<file path="src/rtl/m6809_bus_pkg.sv">
// rtl/m6809_bus_pkg.sv - shared types and constants for the m6809 boot bus controller
package m6809_bus_pkg;

    typedef enum logic [1:0] {
        IDLE   = 2'd0,
        ACCESS = 2'd1,
        ACK    = 2'd2
    } bus_state_t;

    localparam logic [7:0] ROM_PAGE_DEF      = 8'hFF;
    localparam logic       BUS_ERR_ROM_WRITE = 1'b1;

    function automatic int max_int(input int a, input int b);
        return (a > b) ? a : b;
    endfunction

endpackage

</file>
<file path="src/rtl/boot_bus_ctl.sv">
// rtl/boot_bus_ctl.sv - m6809 memory-port cycle controller for boot ROM and async RAM
module boot_bus_ctl
    import m6809_bus_pkg::*;
#(
    parameter logic [7:0] ROM_PAGE = ROM_PAGE_DEF,
    parameter int         ROM_WAIT = 2,
    parameter int         RAM_WAIT = 3
) (
    input  logic        clk,
    input  logic        rst_n,
    input  logic        cpu_req,
    input  logic        cpu_we,
    input  logic [15:0] cpu_addr,
    input  logic [7:0]  cpu_wdata,
    output logic [7:0]  cpu_rdata,
    output logic        cpu_ack,
    output logic        bus_err,
    output logic        rom_sel,
    output logic [7:0]  rom_a,
    input  logic [7:0]  rom_dout,
    output logic        ram_cs_n,
    output logic        ram_we_n,
    output logic [15:0] ram_a,
    output logic [7:0]  ram_dq_o,
    input  logic [7:0]  ram_dq_i
);

    localparam int MAX_WAIT = max_int(ROM_WAIT, RAM_WAIT);
    localparam int CNT_W    = max_int(1, $clog2(MAX_WAIT));
    localparam logic [CNT_W-1:0] ROM_CNT = CNT_W'(ROM_WAIT - 1);
    localparam logic [CNT_W-1:0] RAM_CNT = CNT_W'(RAM_WAIT - 1);

    bus_state_t       state, state_d;
    logic [CNT_W-1:0] cnt, cnt_d;
    logic             we_q, we_d;
    logic             is_rom_q, is_rom_d;
    logic             is_rom;
    logic [7:0]       cpu_rdata_d;
    logic             cpu_ack_d, bus_err_d;
    logic             rom_sel_d, ram_cs_n_d, ram_we_n_d;
    logic [7:0]       rom_a_d, ram_dq_o_d;
    logic [15:0]      ram_a_d;

    assign is_rom = (cpu_addr[15:8] == ROM_PAGE);

    always_ff @(posedge clk or negedge rst_n) begin
        if (!rst_n) begin
            state <= IDLE;
        end else begin
            state <= state_d;
        end
    end

    // All bus-facing outputs are registered so strobes are glitch-free at the pins.
    always_ff @(posedge clk or negedge rst_n) begin
        if (!rst_n) begin
            cnt       <= '0;
            we_q      <= 1'b0;
            is_rom_q  <= 1'b0;
            cpu_rdata <= 8'h00;
            cpu_ack   <= 1'b0;
            bus_err   <= 1'b0;
            rom_sel   <= 1'b0;
            rom_a     <= 8'h00;
            ram_cs_n  <= 1'b1;
            ram_we_n  <= 1'b1;
            ram_a     <= 16'h0000;
            ram_dq_o  <= 8'h00;
        end else begin
            cnt       <= cnt_d;
            we_q      <= we_d;
            is_rom_q  <= is_rom_d;
            cpu_rdata <= cpu_rdata_d;
            cpu_ack   <= cpu_ack_d;
            bus_err   <= bus_err_d;
            rom_sel   <= rom_sel_d;
            rom_a     <= rom_a_d;
            ram_cs_n  <= ram_cs_n_d;
            ram_we_n  <= ram_we_n_d;
            ram_a     <= ram_a_d;
            ram_dq_o  <= ram_dq_o_d;
        end
    end

    always_comb begin
        state_d     = state;
        cnt_d       = cnt;
        we_d        = we_q;
        is_rom_d    = is_rom_q;
        cpu_rdata_d = cpu_rdata;
        cpu_ack_d   = 1'b0;
        bus_err_d   = 1'b0;
        rom_sel_d   = rom_sel;
        rom_a_d     = rom_a;
        ram_cs_n_d  = ram_cs_n;
        ram_we_n_d  = ram_we_n;
        ram_a_d     = ram_a;
        ram_dq_o_d  = ram_dq_o;

        unique case (state)
            IDLE: begin
                if (cpu_req) begin
                    we_d     = cpu_we;
                    is_rom_d = is_rom;
                    if (is_rom && cpu_we) begin
                        // ROM is never strobed for a write; report it straight away.
                        state_d   = ACK;
                        cpu_ack_d = 1'b1;
                        bus_err_d = BUS_ERR_ROM_WRITE;
                    end else if (is_rom) begin
                        state_d   = ACCESS;
                        cnt_d     = ROM_CNT;
                        rom_sel_d = 1'b1;
                        rom_a_d   = cpu_addr[7:0];
                    end else begin
                        state_d    = ACCESS;
                        cnt_d      = RAM_CNT;
                        ram_cs_n_d = 1'b0;
                        ram_we_n_d = ~cpu_we;
                        ram_a_d    = cpu_addr;
                        ram_dq_o_d = cpu_wdata;
                    end
                end
            end
            ACCESS: begin
                if (cnt == '0) begin
                    if (!we_q) begin
                        cpu_rdata_d = is_rom_q ? rom_dout : ram_dq_i;
                    end
                    rom_sel_d  = 1'b0;
                    ram_cs_n_d = 1'b1;
                    ram_we_n_d = 1'b1;
                    cpu_ack_d  = 1'b1;
                    state_d    = ACK;
                end else begin
                    cnt_d = cnt - 1'b1;
                end
            end
            ACK: begin
                state_d = IDLE;
            end
            default: begin
                state_d = IDLE;
            end
        endcase
    end

endmodule

</file>
<file path="config.mk">
export PLATFORM = sky130hd
export DESIGN_NAME = boot_bus_ctl
export DESIGN_NICKNAME = d
export VERILOG_FILES = /design/src/rtl/m6809_bus_pkg.sv /design/src/rtl/boot_bus_ctl.sv
export SDC_FILE = /design/constraint.sdc
export NUM_CORES = 1
export LEC_CHECK = 0
export CAP_MARGIN = 10
export CORE_ASPECT_RATIO = 1.75
export CORE_MARGIN = 4
export CORE_UTILIZATION = 40
export DETAILED_ROUTE_END_ITERATION = 7
export GPL_TIMING_DRIVEN = 1
export PLACE_DENSITY = 0.85
export SYNTH_ARGS = -nofsm -noshare
export SYNTH_HDL_FRONTEND = slang
export SYNTH_SLANG_ARGS = --single-unit
</file>
<file path="constraint.sdc">
create_clock -name clk -period 2.2 [get_ports clk]
set_input_delay 0.33 -clock clk [delete_from_list [all_inputs] [get_ports clk]]
set_output_delay 0.33 -clock clk [all_outputs]
set_load 0.01 [all_outputs]
</file>
==> qor.csv <==
stage,metric,value,unit
power,Leak,1.382,nW
cts,clock buffer depth,2,
routing,final wirelength,5038,µm
timing,max frequency,564.2,MHz
yosys,Yosys top cell area share,57.24,%
yosys,Post-synth EDFFs,0,
cts,H-tree lvl count,2,
critical_path,crit path max fanout,6,
routing,Top Layer Used,met4,
floorplan,Die Wd,63.32,µm
cts,Clock transition at path regs,0.09,ns
power,Final Power,3.944,mW
timing,relative slew slack,66.16,%
routing,Routed WL per cell,16.52,µm
yosys,synth warn,0,
critical_path,"Data required, critical path",2.43,ns
layout,Nets,294,
critical_path,crit end category,flop,
cts,CTS Sinks,51,
placement,DP HPWL,3992,µm
yosys,leading area contributor after synthesis,dfrtp_1,
status,status,"finished, final reports clean",
critical_path,CP Launch Type,input pin,
timing,final critical path time including I/O delays and setup,1.772,ns
timing,final period utilization,80.56,%
worst_hold_path,hold wc startpoint,rom_sel$_DFFE_PN0P_,
critical_path,worst r2r dst,cnt[0]$_DFFE_PN0P_,
yosys,Netlist Area Pre-Place,2142,µm²
placement,Final Wtd Congestion,0.9308,
critical_path,cell depth of the worst flop-to-flop path,5,
global_route,vias in the first global route,1767,
floorplan,Core ar.,5211,µm²
layout,FILL cells,427,
worst_hold_path,end of the worst hold path,rom_sel$_DFFE_PN0P_,
yosys,most instantiated cells after synthesis,"dfrtp_1, mux2_2, nor2_1",
cts,TritonCTS Buffers,5,
yosys,Syn Area/Cell,14.00,µm²
yosys,Cell variety after synth,38,
timing,final-report max-slew violation count,0,
cts,setup bufs post-CTS,0,
global_route,largest net degree at the start of global routing,24,
flow_run,Max Cap Violations,0,
critical_path,flop-to-flop setup slack,0.53,ns
floorplan,full die area,6636,µm²
yosys,Synth area leaders,"dfrtp_1, mux2_2, mux2i_1, dfstp_2, a21oi_1",
yosys,async set-reset flop share out of synthesis,100.0,%
routing,met1 wire length,1890,µm
yosys,post-synthesis sequential area ratio,59.70,%
timing,Setup TNS,0,ns
global_route,Global Route Usage Sum,16.30,%
worst_hold_path,Hold WC Path Type,reg -> reg,
layout,share of cells above drive strength 1,24.80,%
placement,port buffer count,88,
worst_hold_path,Hold Path Cell Cnt,1,
routing,DRC Markers,0,
routing,Via density,5.170,
critical_path,Crit Path Class,in -> reg,
routing,metal3 WL,348,µm
global_route,initial antenna violation count,0,
cts,root buffer selected by CTS,clkbuf_8,
power,Power Dens Cells,1230,nW/µm²
routing,via count,1577,
critical_path,crit path DAT,2.00,ns
floorplan,die height,104.8,µm
timing,RSZ-0062 raised after global routing,no,
routing,antenna-violating nets left,0,
layout,area of the multi-input gates,814.5,µm²
timing,Slew @ Worst Pin,0.5075,ns
yosys,top-count cell post-synth,dfrtp_1,
cts,post-CTS sizing,0,
timing,Fin. Hold Viols,0,
yosys,"Net Count, Synth",198,
yosys,commonest register cell after synthesis,dfrtp_1,
global_route,global route overflow,0,
floorplan,Core Rows,35,
floorplan,Initial Utilization,41.10,%
timing,WHS,0.4905,ns
power,maximum VDD drop,0.0007540,V
layout,Storage cell area,1279,µm²
timing,Final setup viols,0,
global_route,first-pass GRT wire length,8521,µm
layout,ANT cells,0,
critical_path,R2R Path Start,cnt[1]$_DFFE_PN0P_,
cts,CTS tree,yes,
layout,area grow syn2layout,49.77,%
routing,drt first pass iters,4,
yosys,Syn Inst Count,153,
yosys,Synth Register Bits,51,
routing,DR WL met2,2691,µm
floorplan,I/O Pins,89,
cts,Clock Latency Late Sink,0.30,ns
routing,DR iter-0 viols,32,
timing,clk_skew,0.01041,ns
==> stage by stage <==
stage / instances / instance area, µm² / utilization [%] / setup slack (ns)
finish: 305 / 3208 / 61.56 / 0.4277
floorplan: 153 / 2142 / - / 0.4306
detailed placement: 296 / 3102 / 59.52 / 0.1101
global placement: 296 / 3102 / 59.52 / 0.1606
CTS: 305 / 3208 / 61.56 / 0.4333
global route: 305 / 3208 / 61.56 / 0.3691
==> power breakdown <==
| group | internal (mW) | switching (mW) | total (mW) |
|---|---|---|---|
| Combinational | 1.10 | 0.693 | 1.79 |
| Clock | 0.258 | 0.307 | 0.564 |
| Sequential | 1.33 | 0.260 | 1.59 |
| Total | 2.68 | 1.26 | 3.94 |
==> worst max-delay path: stages <==
cell and delay, ns:
clkdlybuf4s50_1 0.52, nand4_2 0.20, buf_4 0.21, or4b_2 0.63, o211ai_1 0.11
==> cells in the final DEF (no fill, tap or decap), types with 2 or more instances in the layout <==
cell / instances
clkdlybuf4s50_1: 87
dfrtp_1: 49
mux2_2: 32
nor2_1: 10
a21oi_1: 9
mux2i_1: 8
buf_4: 7
clkbuf_8: 6
inv_1: 3
nand4_2: 2
nand2_1: 2
nor3_1: 2
a31o_2: 2
and2b_1: 2
o21a_1: 2
o31ai_1: 2
dfstp_2: 2
==> cells by family after synthesis <==
kind of cell,Yosys count,share of synthesized area [%]
flip-flops,51,59.70
multiplexers,40,20.56
AND/OR/NAND/NOR,28,9.405
AO/OA/AOI/OAI,23,7.476
buffers and inverters,10,2.278
adder cells (fa/ha/maj),1,0.5840
==> routing by layer <==
metal	track usage, %	up-vias
met2	29.02	60
li1	-	738
met5	0	-
met4	6.801	0
met1	17.37	770
met3	5.269	9
==> final cells by class <==
type                    instances  area share [%]
well taps                      55           2.145
repair buffers                 96           29.25
clock buffers                   6           2.574
multi-input cells              92           25.39
clock inverters                 2          0.4290
inverters                       3          0.3510
flip-flops and latches         51           39.86
==> state kept, by name, indices dropped and copies added, names as in the netlist <==
signal / cells
bus_err: 1
cnt: 2
cpu_ack: 1
cpu_rdata: 8
is_rom_q: 1
ram_a: 16
ram_cs_n: 1
ram_dq_o: 8
ram_we_n: 1
rom_a: 8
rom_sel: 1
state: 2
we_q: 1
==> what timing repair did <==
item,4_1_cts,5_1_grt
setup endpoints to repair,0,0
hold buffers,1,0
endpoints found under the hold margin,14,0
==> worst max-delay path by stage <==
| stage | endpoint | cells after the start | slack [ns] | startpoint |
|---|---|---|---|---|
| 6_report | cnt[1]$_DFFE_PN0P_ | 5 | 0.43 | cpu_addr[14] |
| 5_1_grt | rom_a[7]$_DFFE_PN0P_ | 5 | 0.37 | cpu_addr[9] |
| 4_1_cts | cnt[1]$_DFFE_PN0P_ | 5 | 0.43 | cpu_addr[14] |
| 3_5_place_dp | cnt[1]$_DFFE_PN0P_ | 5 | 0.11 | cpu_addr[14] |
| 3_3_place_gp | cnt[1]$_DFFE_PN0P_ | 5 | 0.16 | cpu_addr[15] |
| 2_1_floorplan | rom_a[0]$_DFFE_PN0P_ | 4 | 0.43 | state[0]$_DFFE_PN0P_ |
Note: power is estimated with default switching activity, not from simulation.
